**config.mk**
```make
export PLATFORM = sky130hd
export DESIGN_NAME = output_unloader_flat
export DESIGN_NICKNAME = d
export VERILOG_FILES = /design/src/rtl/output_unloader_pkg.sv /design/src/rtl/output_unloader_if.sv /design/src/rtl/output_unloader_row_buffer.sv /design/src/rtl/output_unloader.sv /design/src/flat_wrapper.sv
export SDC_FILE = /design/constraint.sdc
export NUM_CORES = 1
export LEC_CHECK = 0
export BUFFER_PORTS_ARGS = -buffer_cell sky130_fd_sc_hd__buf_2
export CAP_MARGIN = 15
export CORE_AREA = 2 2 179 181
export CTS_CLUSTER_SIZE = 30
export DETAILED_ROUTE_END_ITERATION = 16
export DIE_AREA = 0 0 181 183
export GPL_ROUTABILITY_DRIVEN = 0
export PLACE_DENSITY = 0.72
export SYNTH_ARGS = -nofsm -noshare
export SYNTH_HDL_FRONTEND = slang
export SYNTH_SLANG_ARGS = --single-unit
export TNS_END_PERCENT = 50
```
**constraint.sdc**
```tcl
create_clock -name clk -period 9.9 [get_ports clk]
set_input_delay 2.475 -clock clk [delete_from_list [all_inputs] [get_ports clk]]
set_output_delay 2.475 -clock clk [all_outputs]
set_load 0.02 [all_outputs]
```
**src/rtl/output_unloader_pkg.sv**
```systemverilog
// Shared constants and state encoding for the output-memory unload path.
package tpu_pkg;

   localparam int WIDTH_HEIGHT = 16;
   localparam int ADDR_W       = 8;
   localparam int DATA_W       = 16;

   typedef enum logic [1:0] {
      IDLE   = 2'd0,
      ISSUE  = 2'd1,
      WAIT   = 2'd2,
      STREAM = 2'd3
   } unload_state_t;

endpackage

```
**src/rtl/output_unloader_if.sv**
```systemverilog
// Host-side result stream: one word per valid/ready transfer, tagged with
// its row address, column index and an end-of-unload marker.
interface output_unloader_if #(
   parameter int DATA_W = tpu_pkg::DATA_W,
   parameter int ADDR_W = tpu_pkg::ADDR_W,
   parameter int COL_W  = $clog2(tpu_pkg::WIDTH_HEIGHT)
);
   logic              out_valid;
   logic              out_ready;
   logic [DATA_W-1:0] out_data;
   logic [ADDR_W-1:0] out_row;
   logic [COL_W-1:0]  out_col;
   logic              out_last;

   modport master (
      output out_valid, out_data, out_row, out_col, out_last,
      input  out_ready
   );

   modport slave (
      input  out_valid, out_data, out_row, out_col, out_last,
      output out_ready
   );
endinterface

```
**src/rtl/output_unloader_row_buffer.sv**
```systemverilog
// One-row capture buffer with a column read mux.
// Build option OUTPUT_UNLOADER_RELU_EN: clamp negative (signed) words to zero
// on the way out; the stored row is always the raw memory data.
module output_row_buffer #(
   parameter int WIDTH_HEIGHT = tpu_pkg::WIDTH_HEIGHT,
   parameter int DATA_W       = tpu_pkg::DATA_W,
   parameter int COL_W        = 4
) (
   input  logic                           clk,
   input  logic                           reset,
   input  logic                           load,
   input  logic [WIDTH_HEIGHT*DATA_W-1:0] row_data,
   input  logic [COL_W-1:0]               col,
   output logic [DATA_W-1:0]              word
);
   logic [DATA_W-1:0] row_q [WIDTH_HEIGHT];
   logic [DATA_W-1:0] raw_word;

   // Capture every lane of the returned row in one edge.
   always_ff @(posedge clk) begin
      if (reset) begin
         for (int i = 0; i < WIDTH_HEIGHT; i++) row_q[i] <= '0;
      end else if (load) begin
         for (int i = 0; i < WIDTH_HEIGHT; i++) row_q[i] <= row_data[i*DATA_W +: DATA_W];
      end
   end

   assign raw_word = row_q[col];

`ifdef OUTPUT_UNLOADER_RELU_EN
   assign word = raw_word[DATA_W-1] ? '0 : raw_word;
`else
   assign word = raw_word;
`endif

endmodule

```
**src/rtl/output_unloader.sv**
```systemverilog
// Output-memory unload engine: reads consecutive rows from the per-lane
// output memory and streams each row to the host one word at a time.
// Build option OUTPUT_UNLOADER_RELU_EN is handled in output_row_buffer.
//
//   state  | meaning
//   IDLE   | waiting for start; zero-row start just pulses done
//   ISSUE  | one-cycle read of cur_addr on every lane
//   WAIT   | read latency; last WAIT edge loads the row buffer
//   STREAM | out_valid high, one column per accepted transfer
module output_unloader #(
   parameter int WIDTH_HEIGHT = tpu_pkg::WIDTH_HEIGHT,
   parameter int ADDR_W       = tpu_pkg::ADDR_W,
   parameter int DATA_W       = tpu_pkg::DATA_W,
   parameter int RD_LATENCY   = 1
) (
   input  logic                           clk,
   input  logic                           reset,
   input  logic                           start,
   input  logic [ADDR_W-1:0]              base_addr,
   input  logic [ADDR_W:0]                row_count,
   output logic                           busy,
   output logic                           done,
   output logic [WIDTH_HEIGHT-1:0]        outputMem_rd_en,
   output logic [WIDTH_HEIGHT*ADDR_W-1:0] outputMem_rd_addr,
   input  logic [WIDTH_HEIGHT*DATA_W-1:0] outputMem_rd_data,
   output_unloader_if.master              out_bus
);
   import tpu_pkg::*;

   localparam int COL_W = (WIDTH_HEIGHT > 1) ? $clog2(WIDTH_HEIGHT) : 1;
   localparam int LAT_W = (RD_LATENCY > 1) ? $clog2(RD_LATENCY) : 1;
   localparam logic [COL_W-1:0]  LAST_COL = COL_W'(WIDTH_HEIGHT - 1);
   localparam logic [ADDR_W:0]   ONE_ROW  = (ADDR_W+1)'(1);
   localparam logic [LAT_W-1:0]  LAT_LOAD = LAT_W'(RD_LATENCY - 1);

   unload_state_t     state;
   logic [ADDR_W-1:0] cur_addr;
   logic [ADDR_W-1:0] next_addr;
   logic [ADDR_W:0]   rows_left;
   logic [COL_W-1:0]  col;
   logic [LAT_W-1:0]  wait_cnt;
   logic              out_valid_q;
   logic              load_row;
   logic [DATA_W-1:0] row_word;

   assign next_addr = cur_addr + ADDR_W'(1);
   assign load_row  = (state == WAIT) && (wait_cnt == '0);

   // Sequencer: read issue, latency countdown, per-word streaming, completion.
   always_ff @(posedge clk) begin
      if (reset) begin
         state             <= IDLE;
         cur_addr          <= '0;
         rows_left         <= '0;
         col               <= '0;
         wait_cnt          <= '0;
         out_valid_q       <= 1'b0;
         busy              <= 1'b0;
         done              <= 1'b0;
         outputMem_rd_en   <= '0;
         outputMem_rd_addr <= '0;
      end else begin
         done            <= 1'b0;
         outputMem_rd_en <= '0;
         unique case (state)
            IDLE: begin
               if (start) begin
                  if (row_count != '0) begin
                     cur_addr          <= base_addr;
                     rows_left         <= row_count;
                     busy              <= 1'b1;
                     outputMem_rd_en   <= '1;
                     outputMem_rd_addr <= {WIDTH_HEIGHT{base_addr}};
                     state             <= ISSUE;
                  end else begin
                     done <= 1'b1;
                  end
               end
            end
            ISSUE: begin
               wait_cnt <= LAT_LOAD;
               state    <= WAIT;
            end
            WAIT: begin
               if (wait_cnt == '0) begin
                  col         <= '0;
                  out_valid_q <= 1'b1;
                  state       <= STREAM;
               end else begin
                  wait_cnt <= wait_cnt - LAT_W'(1);
               end
            end
            STREAM: begin
               if (out_bus.out_ready) begin
                  if (col != LAST_COL) begin
                     col <= col + COL_W'(1);
                  end else begin
                     rows_left   <= rows_left - ONE_ROW;
                     out_valid_q <= 1'b0;
                     if (rows_left != ONE_ROW) begin
                        cur_addr          <= next_addr;
                        outputMem_rd_en   <= '1;
                        outputMem_rd_addr <= {WIDTH_HEIGHT{next_addr}};
                        state             <= ISSUE;
                     end else begin
                        busy  <= 1'b0;
                        done  <= 1'b1;
                        state <= IDLE;
                     end
                  end
               end
            end
            default: state <= IDLE;
         endcase
      end
   end

   output_row_buffer #(
      .WIDTH_HEIGHT (WIDTH_HEIGHT),
      .DATA_W       (DATA_W),
      .COL_W        (COL_W)
   ) u_row_buffer (
      .clk      (clk),
      .reset    (reset),
      .load     (load_row),
      .row_data (outputMem_rd_data),
      .col      (col),
      .word     (row_word)
   );

   assign out_bus.out_valid = out_valid_q;
   assign out_bus.out_data  = row_word;
   assign out_bus.out_row   = cur_addr;
   assign out_bus.out_col   = col;
   assign out_bus.out_last  = out_valid_q && (col == LAST_COL) && (rows_left == ONE_ROW);

endmodule

```
**src/flat_wrapper.sv**
```systemverilog
// flat-port wrapper written by rule: the top's interface ports become plain ports
module output_unloader_flat import tpu_pkg::*;
#(
   parameter int WIDTH_HEIGHT = tpu_pkg::WIDTH_HEIGHT,
   parameter int ADDR_W       = tpu_pkg::ADDR_W,
   parameter int DATA_W       = tpu_pkg::DATA_W,
   parameter int RD_LATENCY   = 1
)
  (clk, reset, start, base_addr, row_count, busy, done, outputMem_rd_en, outputMem_rd_addr, outputMem_rd_data, out_bus_out_valid, out_bus_out_data, out_bus_out_row, out_bus_out_col, out_bus_out_last, out_bus_out_ready);
  output_unloader_if #(.DATA_W(DATA_W), .ADDR_W(ADDR_W), .COL_W((4))) out_bus_i ();
  input  logic clk;
  input  logic reset;
  input  logic start;
  input  logic [ADDR_W-1:0] base_addr;
  input  logic [ADDR_W:0] row_count;
  output logic busy;
  output logic done;
  output logic [WIDTH_HEIGHT-1:0] outputMem_rd_en;
  output logic [WIDTH_HEIGHT*ADDR_W-1:0] outputMem_rd_addr;
  input  logic [WIDTH_HEIGHT*DATA_W-1:0] outputMem_rd_data;
  output wire logic [$bits(out_bus_i.out_valid)-1:0] out_bus_out_valid;
  output wire logic [$bits(out_bus_i.out_data)-1:0] out_bus_out_data;
  output wire logic [$bits(out_bus_i.out_row)-1:0] out_bus_out_row;
  output wire logic [$bits(out_bus_i.out_col)-1:0] out_bus_out_col;
  output wire logic [$bits(out_bus_i.out_last)-1:0] out_bus_out_last;
  input wire logic [$bits(out_bus_i.out_ready)-1:0] out_bus_out_ready;
  assign out_bus_out_valid = out_bus_i.out_valid;
  assign out_bus_out_data = out_bus_i.out_data;
  assign out_bus_out_row = out_bus_i.out_row;
  assign out_bus_out_col = out_bus_i.out_col;
  assign out_bus_out_last = out_bus_i.out_last;
  assign out_bus_i.out_ready = out_bus_out_ready;
  output_unloader #(.WIDTH_HEIGHT(WIDTH_HEIGHT), .ADDR_W(ADDR_W), .DATA_W(DATA_W), .RD_LATENCY(RD_LATENCY)) u_core (.clk(clk), .reset(reset), .start(start), .base_addr(base_addr), .row_count(row_count), .busy(busy), .done(done), .outputMem_rd_en(outputMem_rd_en), .outputMem_rd_addr(outputMem_rd_addr), .outputMem_rd_data(outputMem_rd_data), .out_bus(out_bus_i));
endmodule
```
==> results of run 1 <==
[stage by stage]
step                instance area [sq um]  hold slack [ps]  power [uW]
floorplan                           14400              455        2370
global route                        16900              525        3770
CTS                                 16900              479        3660
global placement                    15800              465        2480
detailed placement                  15800              471        2490
finish                              16900              479        3630
[power by group through the flow]
stage	sequential (uW)	clock [uW]	combinational (uW)
3_3_place_gp	1660	0	819
3_5_place_dp	1670	0	826
6_report	1650	1160	826
4_1_cts	1640	1180	831
2_1_floorplan	1650	0	723
5_1_grt	1660	1220	880
[worst register-to-register path: stages, from the launching register on]
cell,delay [ps]
dfxtp_1,330
inv_1,100
ha_1,320
or2_4,190
buf_4,770
buf_4,1080
[metal layers]
metal / wire [um] / vias up
li1: - / 4132
met1: 15400 / 4484
met2: 18400 / 489
met3: 3250 / 59
met4: 1520 / 0
met5: 0 / -
[flip-flops by register name, indices dropped and copies added (netlist names), named ones only]
signal / cells
u_core.outputMem_rd_en: 1
u_core.out_bus.out_col: 4
u_core.state: 2
u_core.done: 1
u_core.u_row_buffer.row_q: 256
u_core.out_bus.out_valid: 1
u_core.out_bus.out_row: 7
u_core.busy: 1
u_core.rows_left: 9
u_core.outputMem_rd_addr: 1
[kinds of logic (layout without fill, tap and decap cells)]
logic type | Yosys count | after routing
AO/OA/AOI/OAI | 72 | 72
flip-flops | 287 | 287
buffers and inverters | 210 | 525
other | 0 | 9
multiplexers | 82 | 82
adder cells (fa/ha/maj) | 7 | 7
AND/OR/NAND/NOR | 341 | 341
XOR/XNOR | 5 | 5
[how the worst min path moves through the flow]
stage | to | slack, ps | cells after the start
global placement | u_core.rows_left[8] | 470 | 2
finish | u_core.rows_left[8] | 480 | 2
global route | u_core.busy | 520 | 2
floorplan | u_core.rows_left[8] | 450 | 2
CTS | u_core.rows_left[8] | 480 | 2
detailed placement | u_core.rows_left[8] | 470 | 2
[cell usage after synthesis, types with 8 or more instances]
library cell / n / area, sq um
mux4_2: 34 / 766
and2_1: 160 / 1000
o21ai_0: 17 / 85.1
nor3_1: 11 / 55.1
clkbuf_8: 8 / 110
inv_1: 9 / 33.8
nand2_1: 25 / 93.8
edfxtp_1: 256 / 7690
nor2_1: 21 / 78.8
a21oi_1: 19 / 95.1
buf_4: 144 / 1080
dfxtp_1: 31 / 621
buf_6: 9 / 101
clkbuf_1: 35 / 131
nor2b_1: 101 / 632
mux4_1: 46 / 1210
[cell type report]
| class | count | area (sq um) | share of cell area [%] |
|---|---|---|---|
| diodes | 9 | 22.5 | 0.133 |
| clock buffers | 34 | 766 | 4.53 |
| multi-input cells | 507 | 4660 | 27.6 |
| clock inverters | 21 | 263 | 1.56 |
| well taps | 402 | 503 | 2.98 |
| flip-flops and latches | 287 | 8320 | 49.2 |
| repair buffers | 461 | 2330 | 13.8 |
| inverters | 9 | 33.8 | 0.200 |
==> flow_summary.toml, run 1 <==
[setup_path]
cp.required_ps = 7430
path_depth = 4
rrSetupSlack_ps = 6690
crit_arrival_ps = 3230
r2r-start = "u_core.state[0]"
r2r-end = "u_core.u_row_buffer.row_q[13][5]"
path_delay_family = "multiplexers"
path_buf_inv = 2
max_stage_delay_ps = 800
cp-end-kind = "output pin"
crit_slowest_cell = "buf_4"
worst_setup_path_start_kind = "flop"
crit_type = "reg -> out"
path_cells = "buf_4, mux4_1, mux4_2, buf_2"
crit_end = "out_bus_out_data[10]"
r2r_cells = 5
critical_path.max_fanout = 64

[global_routing]
grtUsageTotal_pct = 22.4
grt_first_pass_wirelength_mm = 54.6
antenna_found_initial = 12
grt_pass1_vias = 8678
grt_max_degree = 130
grtUsageMet1_pct = 29.5
grt_util_met2_pct = 37.2
grt.overflow.total = 0
grt.busiest_layer = "met2"
grt_util_met3_pct = 3.87

[logic_synthesis]
synthArstFlopShare_pct = 0
muxShareOfSynthArea_pct = 13.8
syn_area_sq_mm = 0.0144
synth-main-ff-cell = "edfxtp_1"
synthSimpleGateAreaFrac_pct = 14.0
synth_edf_count = 256
yosysSeqAreaShare_pct = 57.5
ys_types = 55
synth_top_family_by_area = "simple AND/OR/NAND/NOR gates"
synth_compound_area_share_pct = 3.44
synth-xor-area-share_pct = 0.303
synth-seq-cells = 287
syn_area_per_cell_sq_um = 14.4
syn_inst = 1004
yosys_warnings = 0
syn-num-nets = 1288
synth_adder_area_share_pct = 0.606

[timing]
setup_violations = 0
max_clock_freq_mhz = 175
skew_ps = 13.4
relSlewSlack_pct = 21.4
maxSlewViolCount = 0
fin_tns_setup_ps = 0
rsz0062_at_grt = "no"
worst-slew-pin-transition_ps = 1180
min_period_ps = 5710
final-hold-violation-count = 0
fin_crit_sh_pct = 57.6
worst_slack_ps = 4190

[floorplanning]
rows = 65
die_height_um = 183
num_io_pins = 453
die_area_sq_mm = 0.0331
fp.dieW_um = 181
placeableCoreArea_sq_mm = 0.0312
start_util_pct = 46.2

[power]
peakVddDrop_mv = 0.143
p_leak_uw = 0.00714
clkPwrFrac_pct = 32.0
internal-power_uw = 2530
p_sw_uw = 1110
p_comb_share_pct = 22.7
pwr-share-seq_pct = 45.3
netSwitchingFraction_pct = 30.5
pwr_density_cell_mw_per_mm2 = 215

[layout]
final_layout_size_suffix_gt1_share_pct = 42.0
fill_cells = 2588
fin_nets = 1580
final_cells = 1730
fin_util_pct = 54.1
final_cell_mix = "451 x buf_2, 256 x edfxtp_1, 160 x and2_1"
final_common_cell = "buf_2"
syn2layout_area_growth_pct = 17.0

[routing]
via_count = 9164
ant_nets = 0
avgRoutedWirePerCell_um = 22.3
vias_per_cell = 5.30
dr.pass1.iters = 6
wirelength_mm = 38.6
drc = 0
drt_iter0_markers = 852

[placement]
place_inst = 1666
place_ws_ps = 4550
numPortBuffers = 452
place_hpwl_mm = 28.0

[cts]
h-tree-depth = 1
cts_tree = "built"
ctsHoldBuffers = 0
cts.repair.resized = 0
clk_latency_ps = 580
clockBufferDepth = 3
clockRootBuffer = "clkbuf_16"
clk_pin_slew_ps = 60
cts_made_buffers = 30
cts_sinks = 287
cts_setup_buffers = 0

[hold_path]
min_path_type = "reg -> reg"
worstHoldStart = "u_core.rows_left[8]"

[outcome]
outcome = "finished clean"

[run]
drv_cap = 0
Power figures use the tool's default switching activity.
==> run 2, diff against run 1 <==
clock period = 5.9 ns   (was 9.9 ns; I/O delays follow)
==> flow_summary.toml, run 2 (synthesis gave the netlist of run 1 again) <==
[setup_path]
rrSetupSlack_ps = 3380
critical_path.max_fanout = 32
crit_arrival_ps = 2700
cp-end-kind = "output pin"
crit_type = "reg -> out"
worst_setup_path_start_kind = "flop"
cp.required_ps = 4430

[outcome]
outcome = "finished clean"

[layout]
largest_reg_flops = 256
regMostFlops = "u_core.u_row_buffer.row_q"
final_common_cell = "buf_2"
final_layout_size_suffix_gt1_share_pct = 42.0
syn2layout_area_growth_pct = 17.7
final_cell_mix = "451 x buf_2, 256 x edfxtp_1, 160 x and2_1"
final_cells = 1746
fin_nets = 1585

[floorplanning]
rows = 65
start_util_pct = 46.2
num_io_pins = 453
fp.dieW_um = 181
die_area_sq_mm = 0.0331
placeableCoreArea_sq_mm = 0.0312
die_height_um = 183

[cts]
clk_latency_ps = 510
h-tree-depth = 2
cts_setup_buffers = 0
cts.repair.resized = 0
cts_sinks = 287
clockBufferDepth = 3
cts_tree = "built"
clk_pin_slew_ps = 60
ctsHoldBuffers = 0
clockRootBuffer = "clkbuf_16"
cts_made_buffers = 34

[power]
clkPwrFrac_pct = 33.2
p_leak_uw = 0.00718
peakVddDrop_mv = 0.254
pwr_density_cell_mw_per_mm2 = 365
p_comb_share_pct = 22.3
internal-power_uw = 4320
p_sw_uw = 1880
pwr-share-seq_pct = 44.5
netSwitchingFraction_pct = 30.3

[routing]
drc = 0
ant_nets = 0
wirelength_mm = 39.2
vias_per_cell = 5.30
dr.pass1.iters = 7
via_count = 9262
drt_iter0_markers = 770
avgRoutedWirePerCell_um = 22.5

[global_routing]
grtUsageTotal_pct = 22.8
grt_first_pass_wirelength_mm = 55.2
grt_max_degree = 142
grt.overflow.total = 0
grt_pass1_vias = 8837
antenna_found_initial = 22

[run]
drv_cap = 0

[placement]
numPortBuffers = 452
place_hpwl_mm = 28.5
place_inst = 1667

[timing]
maxSlewViolCount = 0
relSlewSlack_pct = 34.6
setup_violations = 0
fin_tns_setup_ps = 0
max_clock_freq_mhz = 240
fin_crit_sh_pct = 70.7
rsz0062_at_grt = "no"
skew_ps = 16.9
worst-slew-pin-transition_ps = 981
final-hold-violation-count = 0
min_period_ps = 4170

[hold_path]
min_path_type = "reg -> reg"
-- run 2: per-stage QoR --
| stage | area (sq um) | util (%) | worst slack [ps] | total power, uW | hold slack [ps] |
|---|---|---|---|---|---|
| 3_5_place_dp | 15900 | 50.8 | 2210 | 4180 | 466 |
| 2_1_floorplan | 14400 | - | 1280 | 3970 | 455 |
| 4_1_cts | 17000 | 54.3 | 1710 | 6240 | 477 |
| 6_report | 17000 | 54.4 | 1730 | 6200 | 477 |
| 5_1_grt | 17000 | 54.4 | 1660 | 6430 | 522 |
| 3_3_place_gp | 15900 | 50.8 | 2290 | 4170 | 465 |
-- run 2: path summary, 6_finish.rpt --
path                   startpoint                         endpoint  depth (start not counted)
setup reg to reg  u_core.state[0]  u_core.u_row_buffer.row_q[9][5]                          5
hold / removal        u_core.busy                      u_core.busy                          2
hold reg to reg       u_core.busy                      u_core.busy                          2
setup / recovery             flop              out_bus_out_data[1]                          4
-- run 2: layer usage --
metal | up-vias | part of all wire (%) | global-route usage, %
li1 | 4153 | - | -
met4 | 2 | 3.3 | 10.5
met1 | 4521 | 40 | 29.7
met5 | - | 0.041 | 0
met3 | 66 | 8.5 | 4.98
met2 | 520 | 48 | 36.9
-- run 2: cell type report --
class                           instances  area [sq um]
Fill cell                            2570         14200
Sequential cell                       287          8320
Multi-Input combinational cell        507          4660
Timing Repair Buffer                  462          2350
Clock buffer                           37           862
Tap cell                              402           503
Clock inverter                         24           231
Antenna cell                           18          45.0
Inverter                                9          33.8
-- run 2: power by group through the flow --
stage / Clock (uW) / Combinational [uW] / Sequential, uW
after floorplan: 0 / 1210 / 2760
after global placement: 0 / 1370 / 2790
after detailed placement: 0 / 1380 / 2800
after CTS: 2090 / 1390 / 2760
after global routing: 2170 / 1470 / 2790
final: 2060 / 1380 / 2760
-- run 2: worst max-delay path, cell delays in order, from the launching register on --
cell     delay, ps
dfxtp_4        340
buf_4          460
mux4_1         690
mux4_2         490
buf_2          170
